### src/rtl/vic_pkg.sv
// Shared constants and state encoding for the VIC register-port bus master.
package vic_pkg;
  localparam int CONFREG_WIDTH     = 4;
  localparam int CONFREGADDR_WIDTH = 5;
  localparam int ARRAY_LENGTH      = 32;
  localparam int ENA_INDEX         = 31;
  localparam int NIBBLES           = 8;

  typedef enum logic [2:0] {IDLE, WRITE, READ, DRAIN, RESP} state_t;
endpackage

### src/rtl/vic_reg_master.sv
// CPU bus to VIC configuration register file bridge: one 32-bit word becomes
// eight 4-bit register beats; one response is returned per accepted request.
module vic_reg_master
  import vic_pkg::*;
#(
  parameter logic [31:0] BASE_ADDR = 32'hFFFF_FFA0
) (
  input  logic                         clk,
  input  logic                         rst,
  input  logic                         i_bus_valid,
  output logic                         o_bus_ready,
  input  logic [31:0]                  i_bus_addr,
  input  logic                         i_bus_we,
  input  logic [31:0]                  i_bus_wdata,
  input  logic [3:0]                   i_bus_be,
  output logic                         o_rsp_valid,
  input  logic                         i_rsp_ready,
  output logic [31:0]                  o_rsp_rdata,
  output logic                         o_rsp_err,
  output logic [CONFREGADDR_WIDTH-1:0] o_VIC_regaddr,
  output logic [CONFREG_WIDTH-1:0]     o_VIC_data,
  output logic                         o_VIC_we,
  input  logic [CONFREG_WIDTH-1:0]     i_VIC_data
);
  state_t state_q, state_d;
  logic [2:0]                   beat_q;
  logic [1:0]                   idx_q;
  logic [31:0]                  wdata_q;
  logic [3:0]                   be_q;
  logic                         err_q;
  logic [31:0]                  rdata_q;
  logic [CONFREGADDR_WIDTH-1:0] last_addr_q;
  logic [CONFREG_WIDTH-1:0]     last_data_q;

  logic                         hit, accept, last_beat;
  logic [CONFREGADDR_WIDTH-1:0] cur_addr;
  logic [CONFREG_WIDTH-1:0]     cur_nib;

  assign hit       = (i_bus_addr[31:4] == BASE_ADDR[31:4]) && (i_bus_addr[1:0] == 2'b00);
  // Gated by rst so the bus never sees ready while the block is held in reset.
  assign o_bus_ready = (state_q == IDLE) && rst;
  assign accept    = i_bus_valid && o_bus_ready;
  assign last_beat = (beat_q == 3'(NIBBLES - 1));
  assign cur_addr  = {idx_q, beat_q};
  assign cur_nib   = wdata_q[int'(beat_q) * CONFREG_WIDTH +: CONFREG_WIDTH];

  always_comb begin
    state_d = state_q;
    case (state_q)
      IDLE:    if (accept) state_d = !hit ? RESP : (i_bus_we ? WRITE : READ);
      WRITE:   if (last_beat) state_d = RESP;
      READ:    if (last_beat) state_d = DRAIN;
      DRAIN:   state_d = RESP;
      RESP:    if (i_rsp_ready) state_d = IDLE;
      default: state_d = IDLE;
    endcase
  end

  // Register-port outputs keep their last driven value outside the beat states.
  always_comb begin
    o_VIC_regaddr = last_addr_q;
    o_VIC_data    = last_data_q;
    o_VIC_we      = 1'b0;
    if (state_q == WRITE) begin
      o_VIC_regaddr = cur_addr;
      o_VIC_data    = cur_nib;
      o_VIC_we      = be_q[beat_q[2:1]];
    end else if (state_q == READ) begin
      o_VIC_regaddr = cur_addr;
    end
  end

  assign o_rsp_valid = (state_q == RESP);
  assign o_rsp_rdata = rdata_q;
  assign o_rsp_err   = err_q;

  always_ff @(posedge clk or negedge rst) begin
    if (!rst) begin
      state_q     <= IDLE;
      beat_q      <= '0;
      idx_q       <= '0;
      wdata_q     <= '0;
      be_q        <= '0;
      err_q       <= 1'b0;
      rdata_q     <= '0;
      last_addr_q <= '0;
      last_data_q <= '0;
    end else begin
      state_q <= state_d;
      if (accept) begin
        idx_q   <= i_bus_addr[3:2];
        wdata_q <= i_bus_wdata;
        be_q    <= i_bus_be;
        err_q   <= !hit;
        rdata_q <= '0;
        beat_q  <= '0;
      end
      if (state_q == WRITE || state_q == READ) begin
        beat_q      <= beat_q + 3'd1;
        last_addr_q <= cur_addr;
      end
      if (state_q == WRITE) last_data_q <= cur_nib;
      // Read data lags the address by one cycle, so beat k's edge returns nibble k-1.
      if ((state_q == READ && beat_q != 3'd0) || state_q == DRAIN)
        rdata_q <= {i_VIC_data, rdata_q[31:CONFREG_WIDTH]};
    end
  end
endmodule

### config.mk
export PLATFORM = sky130hd
export DESIGN_NAME = vic_reg_master
export DESIGN_NICKNAME = d
export VERILOG_FILES = /design/src/rtl/vic_pkg.sv /design/src/rtl/vic_reg_master.sv
export SDC_FILE = /design/constraint.sdc
export NUM_CORES = 1
export LEC_CHECK = 0
export BUFFER_PORTS_ARGS = -buffer_cell sky130_fd_sc_hd__buf_4
export CAP_MARGIN = 20
export CORE_AREA = 10 10 114 95
export CTS_CLUSTER_SIZE = 24
export DETAILED_ROUTE_END_ITERATION = 7
export DIE_AREA = 0 0 124 105
export HOLD_SLACK_MARGIN = 0.05
export PLACE_DENSITY_LB_ADDON = 0.25
export RECOVER_POWER = 100
export SLEW_MARGIN = 20
export SYNTH_ARGS = -nofsm -noshare
export SYNTH_HDL_FRONTEND = slang
export SYNTH_SLANG_ARGS = --single-unit
### constraint.sdc
create_clock -name clk -period 2.5 [get_ports clk]
set_clock_uncertainty 0.15 [all_clocks]
set_input_delay 0.625 -clock clk [delete_from_list [all_inputs] [get_ports clk]]
set_output_delay 0.625 -clock clk [all_outputs]
set_load 0.1 [all_outputs]
==> results, run 1 <==
- The flow ran to the end, but the final reports show violations.
- The checks that failed: negative setup slack.
- The worst hold path belongs to the class primary input to flop.
- The number of sinks on the clock net is 86.
- The congestion estimate from routability-driven global placement came to 0.845.
- The number of buffers added by the clock tree synthesis step is 9.
- The library cell occupying the most area in the post-synthesis netlist is dfrtp_1.
- The maximum VDD drop is between 300 and 400 uV.
- At the end of the flow the core is filled with cells to 63.9%.
- Global routing used 14.8% of the available tracks.
- The worst hold slack is 0.352 ns.
- The number of nets handed over by synthesis was 332.
- Leaving out fill and tap cells, the most frequent cells in the layout are 129 x buf_4, 82 x dfrtp_1, 45 x mux2_2.
- The number of nets still failing antenna checks after routing is 0.
- After the flow finishes, the layout carries non-filler instances totaling 509.
- The parity-gate share of the synthesized area counting xor and xnor cells is 0.233%.
- The number of buffer cells added on primary ports is 121.
- The number of cell rows is 30.
- The number of cells produced by synthesis is 252.
- Of the cells placed in the final design, the portion with a size suffix greater than 1 is around three fifths.
- The pin count of the biggest net entering global routing is 52.
- The mapped netlist covers roughly 3800 sq um.
- The dominant combinational cell family by area after synthesis is multiplexers.
- Synthesis instantiated 32 different standard cells from the library.
- Static timing analysis puts the maximum clock frequency at 376 MHz.
- The via count of the first global-routing pass is 2878.
- The arrival time of the worst setup path is about 1.9 ns.
- The final critical-path setup slack is -0.163 ns.
- Counting the fill cells in the layout gives ~650.
- The slew at the pin with the worst max-slew slack is 0.900 ns.
- The repair_antennas step left the layout with diodes totalling 0.
- The die height is 105 um.
- The fraction of synthesized area in multiplexers is 21.5%.
- The class of the most critical setup path is flop to output port.
- The post-synthesis compound-gate area fraction is 9.76%.
- The relative slew slack is between 40% and 50%.
- The area overhead of the layout relative to synthesis is 43.7%.
- The HPWL reported at the end of detailed placement is about 7.0 mm.
- Clock latency on the worst-skew pair, taken at its later pin, is about 0.35 ns.
- A synthesized cell averages approximately 15 sq um.
- The number of antenna violations at the first check in global routing was 0.
- The most common cell after layout, fill and taps aside is buf_4.
- The total wirelength of the detailed-routed design is 9.73 mm.
- The number of violations of the max-capacitance limit is 0.
- The worst setup path is captured at an output port.
- The total power density per cell area is 574 nW/um^2.
- Before antenna repair, the detailed router went through 4 iterations.
- The H-tree generated during clock tree synthesis spans 3 levels.
- The critical path startpoint category is a flop.
- The net count of the finished layout is around 470.
- Summed over all cells, the static leakage comes to about 2.5 nW.
- Measured along the x axis, the die boundary spans 124 um.
- The wire length of the first global-routing pass is 15.4 mm.
- The number of endpoints failing setup at the final stage is 9.
- In this run, placement finished with an instance count of 483.
- The area of the core is 8450 sq um.
- After clock tree synthesis, the clock-pin slew on the worst setup and hold paths is 0.09 ns.
- The top-area cell type share of the netlist area is 57.3%.
- STA puts the critical path data required time at 1.73 ns.
- The via count is 2636.
- The clock passes through at most 2 buffers.
- The sum of overflow across all layers after global routing is 0.
- The critical-path maximum fanout is 5.
- In this run the count of I/O pins placed on the die edge is 122.
- After detailed routing, the number of vias per cell comes to 5.18.
- The iteration-0 DRC count of the detailed router is 107.
- The root cell of the clock tree is clkbuf_8.
- The initial core utilization is 44.5%.
- The average wire length per cell after detail routing is 19.1 um.
- In the post-synthesis netlist, the biggest area contributors are dfrtp_1 57%, mux2_2 15%, a22o_1 7.9%.
- During synthesis, Yosys emitted a total of 0 warnings.
- The max-slew violation total from the final report came to 0.
- After synthesis the netlist holds a flip-flop and latch count of 86.
- The floorplan step defined a die boundary enclosing 13000 sq um.
- TritonCTS built the clock tree.
- The number of failing hold endpoints at the final stage is 0.
- The synthesized-area fraction occupied by adder cells is 0.999%.
- Sequential cells were found to cover 57.3% of the synthesized design area.
- After Yosys synthesis, and, or, nand and nor cells account for 5.80% of the synthesized area.
- The final worst-path cycle share is 107%.
- Setup repair after global routing could not meet its margin everywhere.
- In the routed design, unresolved DRC markers number 0.
- The post-route minimum period is around 2.7 ns.
[synthesized netlist by cell type]
master    number
buf_6          4
a21oi_4        1
nand4_1        3
xnor2_1        1
mux2i_1        4
a21oi_1        5
nor2b_1        1
nand2_1        6
buf_2          2
nand2b_1       1
nor2_1        10
o22ai_1        2
clkbuf_1       6
nand4b_1       4
mux4_2         9
a22o_1        34
ha_1           3
inv_1          2
and3_1         1
a311o_1        1
nor4b_4        1
or4_1          1
nor2_4         1
nor4_1         2
o21ai_0        1
buf_4          1
buf_8          5
and2_1         1
mux2_2        50
dfrtp_1       86
and2_4         1
nor3b_1        2
[sequential cells by signal (all words and copies together) (netlist names)]
name	flops
beat_q	3
o_rsp_err	1
last_addr_q	5
wdata_q	32
be_q	4
last_data_q	4
o_rsp_rdata	32
state_q	3
idx_q	2
[repair_timing]
action                                  CTS  global route
resized for setup                        41             8
pin swaps                                 1             5
endpoints found under the setup margin    9            11
cloned                                    1             1
hold buffers                              0             0
buffers inserted                          5             4
[through the flow]
step                area [sq um]  worst slack (ns)  power [mW]  setup TNS [ns]
finish                      5400            -0.163        3.10          -0.716
floorplan                   3810            -0.324        1.87          -20.31
global route                5400            -0.242        3.25           -1.33
detailed placement          4860            0.0541        2.06               0
CTS                         5310            -0.223        3.12           -1.08
global placement            4860             0.124        2.04               0
[report_power, final]
| part | switching [mW] | total [mW] | internal (mW) | leakage [nW] |
|---|---|---|---|---|
| combinational | 0.175 | 0.449 | 0.273 | 1.30 |
| sequential | 0.0793 | 1.61 | 1.53 | 1.10 |
| clock | 0.486 | 1.04 | 0.555 | 0.0973 |
[cell families (layout without fill, tap and decap cells)]
logic type / after synthesis / count (layout)
compound gates: 44 / 44
xor+xnor: 1 / 1
fa+ha+maj: 3 / 3
buf+inv: 20 / 165
flops: 86 / 86
mux: 63 / 63
simple gates: 35 / 35
[worst paths after layout]
kind | from | to | slack, ns | depth (start not counted)
max reg2reg | state_q[1]$_DFFE_PN0P_ | wdata_q[8]$_DFFE_PN0P_ | 0.28 | 6
min reg2reg | wdata_q[24]$_DFFE_PN0P_ | wdata_q[24]$_DFFE_PN0P_ | 0.36 | 1
max | beat_q[0]$_DFFE_PN0P_ | o_VIC_data[2] | -0.16 | 5
max in group asynchronous | rst | wdata_q[19]$_DFFE_PN0P_ | 0.46 | 3
min in group asynchronous | rst | wdata_q[16]$_DFFE_PN0P_ | 0.54 | 2
min | i_bus_wdata[9] | wdata_q[9]$_DFFE_PN0P_ | 0.35 | 2
[routing by layer]
metal,global-route usage (%),vias to the layer above,share of wire (%)
met4,3.53,0,0.54
met5,0,-,0
li1,-,1224,-
met1,19.2,1317,43
met2,22.8,88,47
met3,5.59,7,9.5
[area by class of cell]
type	count	area [sq um]	area share [%]
multi-input cells	146	1560	29.0
well taps	112	140	2.60
inverters	2	7.51	0.139
flip-flops and latches	86	2160	40.0
clock inverters	6	87.6	1.62
clock buffers	9	124	2.30
repair buffers	148	1320	24.4
[worst max-delay path, cell delays in order (launching register included)]
cell	delay, ns
dfrtp_2	0.42
buf_12	0.13
mux4_2	0.54
mux2i_4	0.19
a21oi_4	0.09
buf_12	0.17
(Power assumes the default switching activity.)
==> inputs of run 2 (changes only) <==
--- a/config.mk
+++ b/config.mk
@@ -12,7 +12,7 @@
 export DETAILED_ROUTE_END_ITERATION = 7
 export DIE_AREA = 0 0 124 105
 export HOLD_SLACK_MARGIN = 0.05
-export PLACE_DENSITY_LB_ADDON = 0.25
+export PLACE_DENSITY = 0.71
 export RECOVER_POWER = 100
 export SLEW_MARGIN = 20
 export SYNTH_ARGS = -nofsm -noshare
==> results, run 2 (same netlist as run 1, synthesis figures left out) <==
- Fill cells in the final layout number 668.
- The worst register-to-register path begins at beat_q[0]$_DFFE_PN0P_.
- The required arrival time at the worst endpoint is approximately 1.7 ns.
- Global routing consumed, over all layers together, 14.3% of the routing resources.
- The first-pass detailed-route iteration total is 6.
- Setup repair after global routing could not meet its margin everywhere.
- The min-delay analysis places its worst path in the category primary input to flop.
- Dividing total power by cell area gives a power density of 595 nW/um^2.
- The sum of overflow across all layers after global routing is 0.
- The first routing iteration left 112 violations.
- The critical path capture point is o_VIC_data[1].
- The post-route netlist has 58.8% of its cells at a drive strength greater than 1.
- In the routed layout, each cell is associated on average with a via count of 5.25.
- The average wire length per cell after detail routing is ~19 um.
- The number of buffer cells added on primary ports is 121.
- The HPWL reported at the end of detailed placement is 7.02 mm.
- The worst register-to-register path ends at state_q[2]$_DFFE_PN0P_.
- The repair_antennas step left the layout with diodes totalling 0.
- The max-slew violation total from the final report came to 0.
- The area overhead of the layout relative to synthesis is 42.0%.
- The die outline area is 13000 sq um.
- Hold is met by between 0.3 and 0.4 ns.
- The congestion estimate from routability-driven global placement came to slightly above 0.8.
- In this run the vertical extent of the chip is 105 um.
- The most common cell after layout, fill and taps aside is buf_4.
- The clock network is responsible for 35.4% of the overall power.
- Tracing the worst setup path back leads to its startpoint at beat_q[0]$_DFFE_PN0P_.
- Counting buffers and inverters, the worst setup path is 5 cells deep.
- The clock tree from TritonCTS is done.
- In the routed design, unresolved DRC markers number 0.
- The worst setup path is launched from a flop.
- The flow ran to the end, but the final reports show violations.
- The checks that failed: negative setup slack.
- The worst path uses 107% of the clock period.
- The wire length of the first global-routing pass is 15.0 mm.
- Counting along the longest clock path gives a buffer depth of 2.
- The analysis attributes to net switching a power of 0.713 mW.
- The number of antenna violations at the first check in global routing is 0.
- The H-tree level count is 3.
- The final layout contains 468 nets.
- Measured along the x axis, the die boundary spans 124 um.
- The fraction of power spent switching nets is between 20% and 30%.
- The number of failing hold endpoints at the final stage is 0.
- The relative contribution of combinational cells to total power is between 10 and 15%.
- After routing the design area is 5340 sq um.
- The cell area after placement is roughly 5000 sq um.
- The clock drives 86 sinks.
- Entering global routing, the biggest net connects 47 pins.
- The maximum VDD drop is 420 uV.
- Counting both buffers and inverters, the worst setup path holds a total of 2.
- After the flow finishes, the layout carries non-filler instances totaling 505.
- The slowest library cell on the worst path is mux4_2.
- The number of hold buffers added after CTS was 0.
- Static timing analysis puts the maximum clock frequency at roughly 370 MHz.
- The cell family contributing the most delay on the critical path is multiplexers.
- For the worst-skew pair, the clock arrives at the later sink with an insertion delay of 0.34 ns.
- The cell sitting at the root of the clock tree is a clkbuf_8.
- The critical path goes through buf_12, mux4_2, mux2i_2, a21oi_4, buf_12.
- After clock tree synthesis, the clock-pin slew on the worst setup and hold paths is 0.08 ns.
- The initial utilization of the core area, before any placement, comes to 44.5%.
- Along the worst path, the maximum fanout reaches 5.
- The final route contains ~2700 vias.
- After floorplanning, the core was divided into 30 placement rows.
- In the final timing run, aggregate negative setup slack is -0.699 ns.
- The total wirelength of the detailed-routed design is around 9.6 mm.
- The count of nets left with antenna violations once routing finished came out at 0.
- The tool flagged a number of max-cap violations equal to 0.
- The number of endpoints failing setup at the final stage is 9.
- The number of buffers added by the clock tree synthesis step is 9.
- The final critical-path setup slack is -0.178 ns.
- For the worst setup path, the data arrival time is 1.90 ns.
- The top cell types in the final layout, fill and taps aside, are 123 x buf_4, 84 x dfrtp_1, 46 x mux2_2.
- The via count of the first global-routing pass is between 2000 and 3000.
- Counting cells, the worst reg-to-reg path comes to 8.
- The relative slew slack is between 30% and 40%.
- At the pin with the least slew margin, the transition time is 1.03 ns.
- The count of placed standard cells including taps is 483.
- The reg2reg setup slack is ~0.37 ns.
- The number of ports placed on the die boundary is approximately 120.
- STA classifies the critical path endpoint as an output port.
- The post-route minimum period is 2.68 ns.
- The internal portion of the total power is 2.46 mW.
- By instance count, the cell type seen most on the critical path is buf_12.
- The area of the core is 8450 sq um.
- The largest stage delay on the critical path is 0.50 ns.
- The setup path with the least slack is of type flop to output port.
- The relative contribution of sequential cells to total power is 50.5%.
- The cell leakage power is about 2.5 nW.
[run 2: worst min-delay path by stage]
stage | depth (start not counted) | start | end
global route | 2 | i_bus_wdata[22] | wdata_q[22]$_DFFE_PN0P_
finish | 2 | i_bus_wdata[4] | wdata_q[4]$_DFFE_PN0P_
global placement | 1 | wdata_q[9]$_DFFE_PN0P_ | wdata_q[9]$_DFFE_PN0P_
floorplan | 0 | rst | be_q[0]$_DFFE_PN0P_
detailed placement | 1 | o_rsp_rdata[3]$_DFFE_PN0P_ | o_rsp_rdata[3]$_DFFE_PN0P_
CTS | 2 | rst | o_rsp_rdata[1]$_DFFE_PN0P_
[run 2: final cells by class]
| class | instances | area, sq um | area share [%] |
|---|---|---|---|
| sequential | 86 | 2160 | 40.4 |
| multi-input combinational | 146 | 1550 | 29.1 |
| timing repair buffer | 143 | 1250 | 23.4 |
| tap | 112 | 140 | 2.63 |
| clock buffer | 12 | 135 | 2.53 |
| clock inverter | 4 | 95.1 | 1.78 |
| inverter | 2 | 7.51 | 0.141 |
[run 2: repair_timing]
action | CTS | global route
cloned | 0 | 1
pin swaps | 1 | 5
setup endpoints to repair | 10 | 10
gates resized for setup | 34 | 12
setup buffers | 4 | 1
[run 2: metrics by stage]
stage	setup slack [ns]	util [%]	power [mW]
after floorplan	-0.324	-	1.87
after global placement	0.107	57.6	2.04
after detailed placement	0.0725	57.6	2.06
after CTS	-0.221	62.2	3.21
after global routing	-0.242	63.2	3.33
final	-0.178	63.2	3.18
[run 2: power groups by stage]
stage                     registers [mW]  logic, mW  clock network [mW]
final                               1.60      0.447                1.12
after global routing                1.62      0.483                1.23
after CTS                           1.60      0.442                1.16
after detailed placement            1.63      0.429                   0
after global placement              1.63      0.415                   0
after floorplan                     1.60      0.275                   0
[run 2: metal layers]
layer / vias up / global-route usage [%] / part of all wire (%)
li1: 1215 / - / -
met1: 1340 / 17.5 / 42
met2: 86 / 23.7 / 49
met3: 10 / 3.98 / 8.1
met4: 0 / 4.60 / 1.0
met5: - / 0 / 0
